**src/rtl/bcd_conv_seq.sv**
```systemverilog
// Sequential binary<->BCD converter.
// Mode 1 divides by ten bit-serially; mode 0 accumulates digits MSD first.
module bcd_conv_seq #(
    parameter int W = 8,
    parameter int D = 3
) (
    input  logic           clk,
    input  logic           rst_n,
    input  logic           start,
    input  logic           mode,
    input  logic [W-1:0]   bin_in,
    input  logic [4*D-1:0] bcd_in,
    output logic           busy,
    output logic           done,
    output logic [W-1:0]   bin_out,
    output logic [4*D-1:0] bcd_out,
    output logic           ovf,
    output logic           err
);

    localparam int BCW = $clog2(W);
    localparam int DCW = (D > 1) ? $clog2(D) : 1;

    localparam logic [BCW-1:0] BLAST = BCW'(W - 1);
    localparam logic [DCW-1:0] DLAST = DCW'(D - 1);

    typedef enum logic [1:0] {
        IDLE = 2'd0,
        DIV  = 2'd1,
        ACC  = 2'd2,
        DONE = 2'd3
    } state_t;

    state_t state;
    state_t state_nx;

    // Division datapath
    logic [W-1:0]   dvd;
    logic [W-1:0]   quo;
    logic [3:0]     rem;
    logic [BCW-1:0] bit_cnt;
    logic [DCW-1:0] dig_cnt;
    logic [4*D-1:0] work_bcd;

    // Accumulation datapath
    logic [4*D-1:0] bcd_src;
    logic [W-1:0]   acc;
    logic           w_ovf;
    logic           w_err;

    // Combinational step results
    logic [4:0]     rem_sh;
    logic [4:0]     rem_sub;
    logic           rem_ge;
    logic [3:0]     rem_nx;
    logic [W-1:0]   quo_nx;
    logic [4*D-1:0] bcd_fin;
    logic           bit_last;
    logic           dig_last;
    logic           acc_last;
    logic           accept;
    logic [3:0]     digit;
    logic [W+3:0]   acc_x;
    logic [W+3:0]   acc_wide;
    logic           acc_ovf;
    logic           dig_bad;

    // One restoring-division step and the digit it would retire
    always_comb begin
        rem_sh   = {rem, dvd[W-1]};
        rem_sub  = rem_sh - 5'd10;
        rem_ge   = (rem_sh >= 5'd10);
        rem_nx   = rem_ge ? rem_sub[3:0] : rem_sh[3:0];
        quo_nx   = {quo[W-2:0], rem_ge};
        bit_last = (bit_cnt == BLAST);
        dig_last = (dig_cnt == DLAST);
        bcd_fin  = work_bcd;
        bcd_fin[4*dig_cnt +: 4] = rem_nx;
    end

    // One multiply-by-ten-and-add step, kept wide for overflow detection
    always_comb begin
        digit    = bcd_src[4*dig_cnt +: 4];
        acc_x    = {4'b0000, acc};
        acc_wide = (acc_x << 3) + (acc_x << 1)
                 + {{W{1'b0}}, digit};
        acc_ovf  = |acc_wide[W+3:W];
        dig_bad  = (digit > 4'd9);
        acc_last = (dig_cnt == '0);
    end

    // Next-state and status outputs
    always_comb begin
        state_nx = state;
        accept   = 1'b0;
        busy     = 1'b0;
        done     = 1'b0;
        unique case (state)
            IDLE: begin
                accept = start;
                if (start) begin
                    state_nx = mode ? DIV : ACC;
                end
            end
            DIV: begin
                busy = 1'b1;
                if (bit_last && dig_last) begin
                    state_nx = DONE;
                end
            end
            ACC: begin
                busy = 1'b1;
                if (acc_last) begin
                    state_nx = DONE;
                end
            end
            DONE: begin
                done   = 1'b1;
                accept = start;
                if (start) begin
                    state_nx = mode ? DIV : ACC;
                end else begin
                    state_nx = IDLE;
                end
            end
            default: state_nx = IDLE;
        endcase
    end

    // State register
    always_ff @(posedge clk or negedge rst_n) begin
        if (!rst_n) begin
            state <= IDLE;
        end else begin
            state <= state_nx;
        end
    end

    // Working registers: capture on accept, then step each busy cycle
    always_ff @(posedge clk or negedge rst_n) begin
        if (!rst_n) begin
            dvd      <= '0;
            quo      <= '0;
            rem      <= '0;
            bit_cnt  <= '0;
            dig_cnt  <= '0;
            work_bcd <= '0;
            bcd_src  <= '0;
            acc      <= '0;
            w_ovf    <= 1'b0;
            w_err    <= 1'b0;
        end else if (accept) begin
            dvd      <= bin_in;
            quo      <= '0;
            rem      <= '0;
            bit_cnt  <= '0;
            dig_cnt  <= mode ? '0 : DLAST;
            work_bcd <= '0;
            bcd_src  <= bcd_in;
            acc      <= '0;
            w_ovf    <= 1'b0;
            w_err    <= 1'b0;
        end else if (state == DIV) begin
            if (bit_last) begin
                dvd      <= quo_nx;
                quo      <= '0;
                rem      <= '0;
                bit_cnt  <= '0;
                dig_cnt  <= dig_cnt + DCW'(1);
                work_bcd <= bcd_fin;
            end else begin
                dvd     <= dvd << 1;
                quo     <= quo_nx;
                rem     <= rem_nx;
                bit_cnt <= bit_cnt + BCW'(1);
            end
        end else if (state == ACC) begin
            acc     <= acc_wide[W-1:0];
            w_ovf   <= w_ovf | acc_ovf;
            w_err   <= w_err | dig_bad;
            dig_cnt <= dig_cnt - DCW'(1);
        end
    end

    // Result registers: written only on the step that enters DONE
    always_ff @(posedge clk or negedge rst_n) begin
        if (!rst_n) begin
            bin_out <= '0;
            bcd_out <= '0;
            ovf     <= 1'b0;
            err     <= 1'b0;
        end else if (state == DIV && bit_last && dig_last) begin
            bcd_out <= bcd_fin;
            ovf     <= |quo_nx;
            err     <= 1'b0;
        end else if (state == ACC && acc_last) begin
            bin_out <= acc_wide[W-1:0];
            ovf     <= w_ovf | acc_ovf;
            err     <= w_err | dig_bad;
        end
    end

endmodule

```
**config.mk**
```make
export PLATFORM = sky130hd
export DESIGN_NAME = bcd_conv_seq
export DESIGN_NICKNAME = d
export VERILOG_FILES = /design/src/rtl/bcd_conv_seq.sv
export SDC_FILE = /design/constraint.sdc
export NUM_CORES = 1
export LEC_CHECK = 0
export CORE_MARGIN = 2
export CORE_UTILIZATION = 51
export DETAILED_ROUTE_END_ITERATION = 8
export GPL_TIMING_DRIVEN = 0
export PLACE_DENSITY = 0.85
export SYNTH_ARGS = -nofsm -noshare
export SYNTH_HDL_FRONTEND = slang
export SYNTH_SLANG_ARGS = --single-unit
```
**constraint.sdc**
```tcl
create_clock -name clk -period 2.94 [get_ports clk]
set_input_delay 0.588 -clock clk [delete_from_list [all_inputs] [get_ports clk]]
set_output_delay 0.588 -clock clk [all_outputs]
set_load 0.02 [all_outputs]
```
# Yosys cells after proc, flatten, opt, wreduce, memory -nomap -nowiden

Cells that the tools add are included.

$add $sub $neg: 7
Magnitude comparators: 2
Eq/ne operators: 10
Shifts and indexed selects: 3
Muxes and demuxes: 44
Bitwise logic cells: 3
Reductions and logical operators: 20

Operators by type and width:

| kind                    | number |
|---|---|
| $mux 8                  | 6 |
| $mux 12                 | 3 |
| $neg 4->34              | 1 |
| $shift 4x34->12 const A | 1 |
| $shiftx 4x34->12        | 1 |
| $mux 7                  | 3 |
| $mux 2                  | 10 |
| $mux 4                  | 4 |
| $mux 1                  | 13 |
| $add 11x9->12           | 1 |
| $add 12x4->12           | 1 |
| $bwmux 12               | 1 |
| $shiftx 12x5->4         | 1 |
| $mux 3                  | 3 |
| $ne 2x2->1 const B      | 4 |
| $pmux 2 s4              | 1 |
| $reduce_and 2->1        | 4 |
| $reduce_bool 2->1       | 4 |
| $reduce_or 8->1         | 1 |
| $eq 2x2->1 const B      | 3 |
| $ge 5x4->1 const B      | 1 |
| $gt 4x4->1 const B      | 1 |
| $logic_and 1x1->1       | 4 |
| $logic_not 2->1         | 2 |
| 13 further kinds        | 15 |

Register bits: 82
Input port bits: 24
Output and inout port bits: 24
Word-level logic and storage cells: 104

# Depth between registers and ports, before layout

Gate-level depths: netlist (run 1).

Word-level depth: 7
Depth in mapped cells: 14
Mapped depth without buffers: 13

# Least setup slack after synthesis (run 1)

No wires, ideal clock.

Kind: register to register
Start: register dig_cnt[1]
End: register ovf
Library setup time: 118 ps
Arrival time: 2721 ps
Required time: 2822 ps
Slack: 101 ps
Cell stages (with the launch flop): 13
Path buffers: 1
Clock period less this slack: 2839 ps
Cell sequence: dfrtp_1 > buf_6 > mux2i_1 > nor2_1 > a21oi_1 > fa_1 > fa_1 > nor2b_1 > o21ai_1 > o21ai_0 > mux2i_1 > a41oi_1 > a21o_1

Longest elaborated chain between the ends: 6
Elaborated cells on any way between the ends: 11
Those cells by class: add/sub: 1; eq/ne: 1; shift: 1; mux: 2; bitwise: 1; reduce/logical: 5

RTL lines:

| element                | RTL line | source |
|---|---|---|
| start, declared        | 42       | `logic [DCW-1:0] dig_cnt;` |
| start signal, assigned | 157      | `dig_cnt <= mode ? '0 : DLAST;` |
| start signal, assigned | 169      | `dig_cnt <= dig_cnt + DCW'(1);` |
| start signal, assigned | 181      | `dig_cnt <= dig_cnt - DCW'(1);` |
| $shiftx 12x5->4        | 83       | `digit = bcd_src[4*dig_cnt +: 4];` |
| $add 12x4->12          | 86       | `+ {{W{1'b0}}, digit};` |
| $reduce_or 4->1        | 87       | `acc_ovf = \|acc_wide[W+3:W];` |
| $or 1x1->1             | 198      | `ovf <= w_ovf \| acc_ovf;` |
| $mux 1                 | 196      | `end else if (state == ACC && acc_last) begin` |
| $mux 1                 | 192      | `end else if (state == DIV && bit_last && dig_last) begin` |
| end signal, assigned   | 194      | `ovf <= \|quo_nx;` |
| end signal, assigned   | 198      |  |
| end, declared          | 17       | `output logic ovf,` |

Several ways; a longest one is shown, not always the timed one. The select of a mux whose other input is x is not followed.
A chain may end at the register's enable or synchronous reset.

# Worst setup path in the final report (run 1)

Ends and elaborated chain as after synthesis.

==> results.yml, run 1 <==
route:
  initialDrtViolationCount: 155
  dr.pass1.iters: 7
  drt_wl_total_um: 9522
  wl_per_cell_um: 16.17
  ant_nets: 0
  vias: 3312
  drc: 0
  viasPerCell: 5.623
status:
  violations: "negative setup slack"
  outcome: "finished with violations"
power:
  p_leak_nw: 2.286
  power.total_mw: 5.288
  irDropWorstVdd_uv: 410.1
  power.density_nw_per_um2: 1030
final_layout:
  num_antenna_cells: 0
  nets: 533
  mostFrequentLayoutCells: "dfrtp_1 (78), nand2_1 (47), clkdlybuf4s50_1 (46)"
  multi_input_area_um2: 2150
  syn_to_final_growth_pct: 21.85
  drive_above_1_share_pct: 15.08
  final_area_um2: 5136
  seqCellArea_um2: 1952
  final_common_cell: "dfrtp_1"
  nFillCells: 643
sta:
  worstMarginPinSlew_ns: 0.8503
  finalWorstSetupSlack_ns: -0.02493
  maxSlewHeadroom_pct: 43.20
  fin_crit_sh_pct: 100.8
  min_period_ns: 2.965
  setup_viol: 2
  skew_ns: 0.01041
  rsz0062_at_grt: "yes"
  whs_ns: 0.09714
  finalMaxSlewViolations: 0
  finalHoldViolCount: 0
  fmax_ghz: 0.3373
cts:
  htreeDepth: 3
  cts_sinks: 78
  cts.path.max_buffers: 2
  clock_latency_ns: 0.36
  cts_buffers: 9
  cts_tree: "yes"
  clockRootBuffer: "clkbuf_8"
  path_clk_slew_ns: 0.08
synth:
  synth_ff_type: "dfrtp_1"
  ys_seq_elements: 78
  synth_cells: 416
  synth_area_um2: 4215
  synth_warnings: 0
  synth-edff-count: 0
  ys_types: 50
  ys_seq_area_share_pct: 46.30
  syn-mean-instance-area_um2: 10.13
  syn_nets: 469
  async_flop_share_pct: 100.0
global_routing:
  grt_overflow: 0
  grtUsageTotal_pct: 23.00
  grt_pass1_vias: 3310
  grt_max_degree: 63
  grt_antenna_before_repair: 0
  grt_pass1_wl_um: 15810
floorplan:
  rows: 33
  design.die.area_um2: 9009
  die_y_um: 94.92
  boundaryPins: 48
  start_util_pct: 52.09
  core-area_um2: 8093
  die_w_um: 94.92
min_path:
  hold_path_class: "in -> async"
placed_design:
  port_buffers: 47
  place.gp.congestion: 0.8534
  placed_cell_area_um2: 4842
  pre_cts_ws_ns: -0.3996
  hpwlAfterDp_um: 6818
critical_path:
  path_max_fanout: 5
  startpoint_type: "flip-flop"
  arrival_ns: 3.22
  cp-end-kind: "flip-flop"
  worstSetupPathType: "reg -> reg"
  critPathRequiredTime_ns: 3.20
run:
  maxCapViolCount: 0
## synthesized netlist by cell type, types with 2 or more instances
cell	count	area, um^2
a211oi_1	2	15.01
dfrtp_1	78	1952
nand2b_1	11	68.82
xnor2_1	4	35.03
mux2i_1	16	160.2
nor2b_1	15	93.84
o21ai_1	6	30.03
ha_1	27	337.8
nand3_1	5	25.02
a21oi_1	25	125.1
buf_2	10	50.05
buf_1	3	11.26
nor3_1	3	15.01
nor2_1	31	116.4
nand2_1	47	176.4
a22oi_1	8	60.06
nand3b_1	9	67.56
fa_1	2	40.04
mux2_2	18	202.7
a31oi_1	2	12.51
nor4_1	2	12.51
clkbuf_1	7	26.28
a22o_1	8	70.07
o21ai_0	33	165.2
a21o_1	4	30.03
inv_1	16	60.06
## stage by stage
stage / std cells / setup TNS (ns) / util [%]
2_1_floorplan: 416 / 0 / -
3_3_place_gp: 568 / -101.92 / 59.52
3_5_place_dp: 569 / -0.7355 / 59.83
4_1_cts: 588 / -0.04158 / 62.85
5_1_grt: 589 / -0.3097 / 63.47
6_report: 589 / -0.04622 / 63.47
## area by class of cell
class / instances / area share, %
Buffer: 21 / 1.924
Clock buffer: 12 / 3.216
Clock inverter: 3 / 0.8283
Inverter: 17 / 1.242
Multi-Input combinational cell: 300 / 41.85
Sequential cell: 78 / 38.00
Tap cell: 105 / 2.558
Timing Repair Buffer: 53 / 10.38
## logic make-up after synthesis
kind of cell | share of synthesized area, %
xor+xnor | 1.425
buf+inv | 3.859
fa+ha+maj | 8.964
mux | 9.142
simple gates | 15.29
flops | 46.30
compound gates | 15.02
## state kept, by name, indices dropped and copies added, names as in the netlist
name      count
state         2
bit_cnt       3
w_ovf         1
bin_out       8
err           1
ovf           1
bcd_out      12
quo           7
dig_cnt       2
work_bcd      8
bcd_src      12
rem           4
acc           8
w_err         1
dvd           8
## report_power, final
| part | internal [mW] | total (mW) | switching, mW |
|---|---|---|---|
| sequential | 1.42 | 1.66 | 0.240 |
| combinational | 1.23 | 2.78 | 1.55 |
| clock | 0.456 | 0.845 | 0.390 |
| total | 3.11 | 5.29 | 2.18 |
## per-layer routing
layer  global-route usage [%]  part of all wire [%]
met1                    29.54                    43
met2                    37.47                    49
met3                    3.512                   4.4
met4                    12.44                   2.9
met5                        0                     0
## worst paths after layout
| kind | slack (ns) | from | depth (start not counted) | end |
|---|---|---|---|---|
| worst max-delay path | -0.02 | dig_cnt[1]$_DFFE_PN0P_ | 12 | ovf$_DFFE_PN0P_ |
| worst min-delay path | 0.1 | rst_n | 1 | bcd_src[0]$_DFFE_PN0P_ |
| worst max register to register | -0.02 | dig_cnt[1]$_DFFE_PN0P_ | 12 | ovf$_DFFE_PN0P_ |
| worst min register to register | 0.48 | bcd_out[11]$_DFFE_PN0P_ | 2 | bcd_out[11]$_DFFE_PN0P_ |
| max in group asynchronous | 2.27 | rst_n | 2 | quo[2]$_DFFE_PN0P_ |
| min in group clk | 0.48 | bcd_out[11]$_DFFE_PN0P_ | 2 | bcd_out[11]$_DFFE_PN0P_ |
## worst max-delay path: stages, from the launching register on
cell and delay (ns):
dfrtp_1 0.38, buf_6 0.14, mux2i_1 0.21, nor2_1 0.09, a21oi_2 0.16, fa_1 0.49, fa_2 0.37, nor2b_1 0.11
o21ai_1 0.10, o21ai_2 0.17, mux2i_2 0.30, a41oi_2 0.15, a21o_1 0.19
## repair_timing
item / in CTS / in global routing
gates resized for setup: 3 / 10
hold buffers: 0 / 0
gates cloned: 0 / 0
buffers inserted: 4 / 1
setup endpoints to repair: 3 / 4
pin swaps: 6 / 6
Power figures use the tool's default switching activity.
==> run 2: changes to the inputs <==
Settings changed: SLEW_MARGIN set to 10.
==> results of run 2 <==
Final layout, timing and power as in run 1 (identical DEF).
==> variant 1, RTL diff (flow settings as in run 1) <==
Make the reset (`rst_n`) synchronous in 3 clocked blocks.
--- a/src/rtl/bcd_conv_seq.sv
+++ b/src/rtl/bcd_conv_seq.sv
@@ -128,7 +128,7 @@
     end
 
     // State register
-    always_ff @(posedge clk or negedge rst_n) begin
+    always_ff @(posedge clk) begin
         if (!rst_n) begin
             state <= IDLE;
         end else begin
@@ -137,7 +137,7 @@
     end
 
     // Working registers: capture on accept, then step each busy cycle
-    always_ff @(posedge clk or negedge rst_n) begin
+    always_ff @(posedge clk) begin
         if (!rst_n) begin
             dvd      <= '0;
             quo      <= '0;
@@ -183,7 +183,7 @@
     end
 
     // Result registers: written only on the step that enters DONE
-    always_ff @(posedge clk or negedge rst_n) begin
+    always_ff @(posedge clk) begin
         if (!rst_n) begin
             bin_out <= '0;
             bcd_out <= '0;
Check against the original RTL: differs if rst_n is asserted again (counterexample within 4 cycles, from zero or initial values and one cycle with rst_n low); with rst_n held inactive, the same outputs for 10 cycles.
==> variant 1 against run 1 <==
Area after synthesis shrank 7.7%; sequential cell count is the same; total power shrank 34%; combinational power shrank 49%; final cell count grew 7.8%; worst setup slack gained 0.085 ns; via count grew 9.2%; final area shrank 6.8%; routed wire length grew 2.6%; synthesized cell count grew 12%; clock skew shrank 0.0017 ns; count of clock-buffer cells in the layout shrank 1; critical endpoint is now w_ovf; largest cell class unchanged.
==> variant 1: results (changes against run 1) <==
Hold Path Class = flop to flop
post-CTS sizing = 6 (+3)
Worst Setup EP = w_ovf
Signal buf overhead = 0.137 (+0.0143)
Async SR Flop Fraction = 0 (-1.00)
r2r setup slk = 0.06 ns (+0.09 ns)
met2 Resource Use GR = 0.390 (+0.0154)
All-Layer GR Usage = 0.233 (+0.00275)
top routing layer in use = met4
cell family with most CP delay = simple AND/OR/NAND/NOR gates
syn nets = 519 (+11%)
vias in the first global route = 3440 (+3.9%)
most frequent cells after synthesis = dfxtp_1, nor2_1, nand2_1
CP peak stage delay = 0.35 ns (-0.14 ns)
comb_multi_in = 339 (+13%)
mux share of post-synthesis cell area = 0.0540 (-0.0374)
# clk buffers = 11 (-1)
Post-Synth Adder-Cell Area = 0.0971 (+0.00743)
Compound-Gate Fraction of Synth Area = 0.192 (+0.0417)
final hold slack = 0.457 ns (+0.360 ns)
met1 wire length = 4290 um (+3.5%)
met2 WL = 4680 um (-0.26%)
fraction of area in multi-input gates = 0.454 (+0.0355)
xor/xnor share of the synthesized area = 0.00900 (-0.00525)
first-pass GRT wire length = 15800 um (+0.13%)
Iter 0 DRT Violations = 254 (+64%)
GPL Wtd Cong = 0.880 (+3.1%)
Peak VDD IR = 0.000717 V (+75%)
largest net degree at the start of global routing = 15 (-76%)
CP arrival = 3.14 ns (-0.08 ns)
Lkg Pwr = 1.85 nW (-19%)
DP Wirelength = 7010 um (+2.8%)
worst r2r src = dig_cnt[1]
Reg power frac = 0.364 (+0.049)
ranking of synthesized cells by area = dfxtp_1, ha_1, nor2_1
met3 usage = 0.0299 (-0.00524)
maximum fanout along the worst path = 7 (+2)
DR WL/cell = 15.4 um (-4.8%)
wire length on met3 = 639 um (+54%)
r2r endpoint = w_ovf
sequential area share after synthesis = 0.401 (-0.0619)
share of layout cells above drive strength 1 = 0.0858 (-0.0650)
FF+latch area = 1560 um2 (-20%)
vias per cell = 5.69 (+1.3%)
number of setup buffers added after CTS = 0 (-4)
combinational share of power = 0.412 (-0.114)
outcome = finished, final reports clean
nets = 584 (+9.6%)
P_int = 2.10 mW (-32%)
fillcell total = 576 (-10%)
CP max stage cell = or3_1
Inverters, non-clock = 20 (+3)
Clock buf/inv share = 0.0403 (-0.000166)
==> variant 1: cell count changes after synthesis, moves of 8 or more <==
cell | before | now
dfrtp_1 | 78 | 0
dfxtp_1 | 0 | 78
nor2_1 | 31 | 70
mux2_2 | 18 | 0
o21ai_0 | 33 | 15
nand2_1 | 47 | 62
a21boi_0 | 0 | 11
a21oi_1 | 25 | 36
a211oi_1 | 2 | 12
clkbuf_1 | 7 | 16
nand3b_1 | 9 | 0
a221oi_1 | 0 | 8
a22o_1 | 8 | 0
nand2b_1 | 11 | 3
==> variant 1: per-stage QoR <==
step	instance area (um2)	setup TNS, ns	std cells	total power [mW]	worst slack [ns]
2_1_floorplan	3890	0	466	2.24	0.140
3_3_place_gp	4490	-0.313	612	2.56	-0.153
3_5_place_dp	4490	-0.721	612	2.61	-0.260
4_1_cts	4700	0	628	3.39	0.0144
5_1_grt	4780	-0.147	635	3.69	-0.0784
6_report	4780	0	635	3.48	0.0602
==> variant 2, RTL diff (flow settings as in run 1) <==
Made on the original files. `D`: 3 -> 5.
--- a/src/rtl/bcd_conv_seq.sv
+++ b/src/rtl/bcd_conv_seq.sv
@@ -2,7 +2,7 @@
 // Mode 1 divides by ten bit-serially; mode 0 accumulates digits MSD first.
 module bcd_conv_seq #(
     parameter int W = 8,
-    parameter int D = 3
+    parameter int D = 5
 ) (
     input  logic           clk,
     input  logic           rst_n,
Ports: changed (resized bcd_in and bcd_out); port bits go from 48 to 64. The function was not compared with the original's and may differ.
==> variant 2 against run 1 <==
The flow still finishes with violations (setup timing); sequential share of layout area is 1.5 points higher; routed wire length is 43% higher; final area grew 32%; fmax is 13% lower; sequential cell count grew 29; worst setup slack got worse by 0.44 ns; total power increased by 21%; worst hold slack improved by 0.13 ns; critical endpoint is now w_ovf; non-clock buffer count grew 31; clock power fell by 3.9%; critical path type unchanged; area after synthesis increased by 34%.
==> variant 2: results (changes against run 1) <==
Lkg Pwr = 3.08 nW (+35%)
post-synthesis cell type count = 61 (+22%)
share of layout cells above drive strength 1 = 0.0984 (-0.0524)
setup violators final = 5 (+3)
IO Port Bufs = 63 (+34%)
worst slew pin tran = 0.675 ns (-0.175 ns)
syn nets = 677 (+44%)
mux share of post-synthesis cell area = 0.0603 (-0.0311)
switch share = 0.449 (+0.0360)
first-pass GRT wire length = 22100 um (+40%)
nets = 761 (+43%)
maximum fanout along the worst path = 4 (-1)
failing checks = setup timing
xor/xnor share of the synthesized area = 0.00776 (-0.00649)
Regs by FF count = bcd_out (20), bcd_src (20), work_bcd (20)
outcome = complete, but fails checks
clk_lat worst skew = 0.39 ns (+0.03 ns)
most frequent cells after synthesis = nand2_1, dfrtp_1, nor2_1
GPL Wtd Cong = 0.849 (-0.54%)
DP Area = 6490 um2 (+34%)
largest net degree at the start of global routing = 57 (-9.5%)
CP arrival = 3.68 ns (+0.46 ns)
Post-Synth Adder-Cell Area = 0.0749 (-0.0147)
Compound-Gate Fraction of Synth Area = 0.135 (-0.0156)
Setup WS post-layout = -0.463 ns (-0.438 ns)
sequential area share after synthesis = 0.474 (+0.0114)
ranking of synthesized cells by area = dfrtp_1, nand2_1, ha_1
Worst Skew = 0.00977 ns (-0.000636 ns)
Initial DRT Pass Iterations = 5 (-2)
==> variant 2: changes by cell type in the layout (fill, tap and decap cells not counted), moves of 7 or more <==
cell,delta
nand2b_1,-7
nand3_1,+21
mux2_2,-18
nor2b_1,-13
clkdlybuf4s50_1,+16
clkbuf_1,+16
a21oi_1,+21
nand2_1,+90
dfrtp_1,+27
mux2i_1,+11
nor2_1,+27
==> variant 2: path summary, 6_finish.rpt <==
path	startpoint	endpoint	slack (ns)	cells past startpoint
max	dig_cnt[0]	w_ovf	-0.46	12
min	rst_n	bcd_out[5]	0.22	1
max reg2reg	dig_cnt[0]	w_ovf	-0.46	12
min reg2reg	bcd_src[11]	bcd_src[11]	0.48	2
max in group asynchronous	rst_n	dig_cnt[1]	2.00	2
min in group clk	bcd_src[11]	bcd_src[11]	0.48	2
==> variant 2: cell type report <==
| class | count | area (um2) |
|---|---|---|
| clock inverters | 2 | 12.5 |
| well taps | 140 | 175 |
| inverters | 19 | 71.3 |
| flip-flops and latches | 107 | 2680 |
| fillers | 924 | 4060 |
| plain buffers | 32 | 156 |
| multi-input cells | 455 | 2810 |
| repair buffers | 73 | 727 |
| clock buffers | 13 | 149 |
==> variant 2: through the flow <==
stage               hold slack (ns)  power, mW  instances  utilization  setup WS (ns)
floorplan                     0.292       4.39        613            -         -0.227
global placement              0.455       5.23        816        0.597          -2.51
detailed placement            0.459       5.41        817        0.599         -0.589
CTS                           0.253       6.31        839        0.621         -0.382
global route                  0.277       6.84        841        0.626         -0.553
finish                        0.224       6.41        841        0.626         -0.463
==> variant 2: worst max-delay path: stages, from the launching register on <==
cell and delay, ns:
dfrtp_2 0.40, buf_12 0.12, mux4_2 0.51, and2_4 0.19, a31oi_4 0.14, fa_1 0.48, fa_2 0.38, nor2b_2 0.15
o31a_1 0.19, mux2i_1 0.09, a311oi_1 0.22, o21ai_1 0.20, a22o_1 0.22
==> variant 2: power by group through the flow <==
stage / registers [mW] / clock network, mW / logic, mW
2_1_floorplan: 2.24 / 0 / 2.15
3_3_place_gp: 2.19 / 0 / 3.05
3_5_place_dp: 2.22 / 0 / 3.19
4_1_cts: 2.18 / 0.823 / 3.31
5_1_grt: 2.24 / 0.882 / 3.72
6_report: 2.19 / 0.812 / 3.40
==> variant 2: timing repair <==
action / 4_1_cts / 5_1_grt
gates resized for setup: 7 / 7
pin swaps: 6 / 1
setup buffers: 7 / 2
endpoints found under the setup margin: 9 / 10
hold buffers: 0 / 0
==> variant 2: layer usage <==
layer	share of wire	GRT usage	routed length, um
met1	0.42	0.320	5710
met2	0.50	0.400	6860
met4	0.020	0.0850	277
met3	0.055	0.0323	750
met5	0	0	0
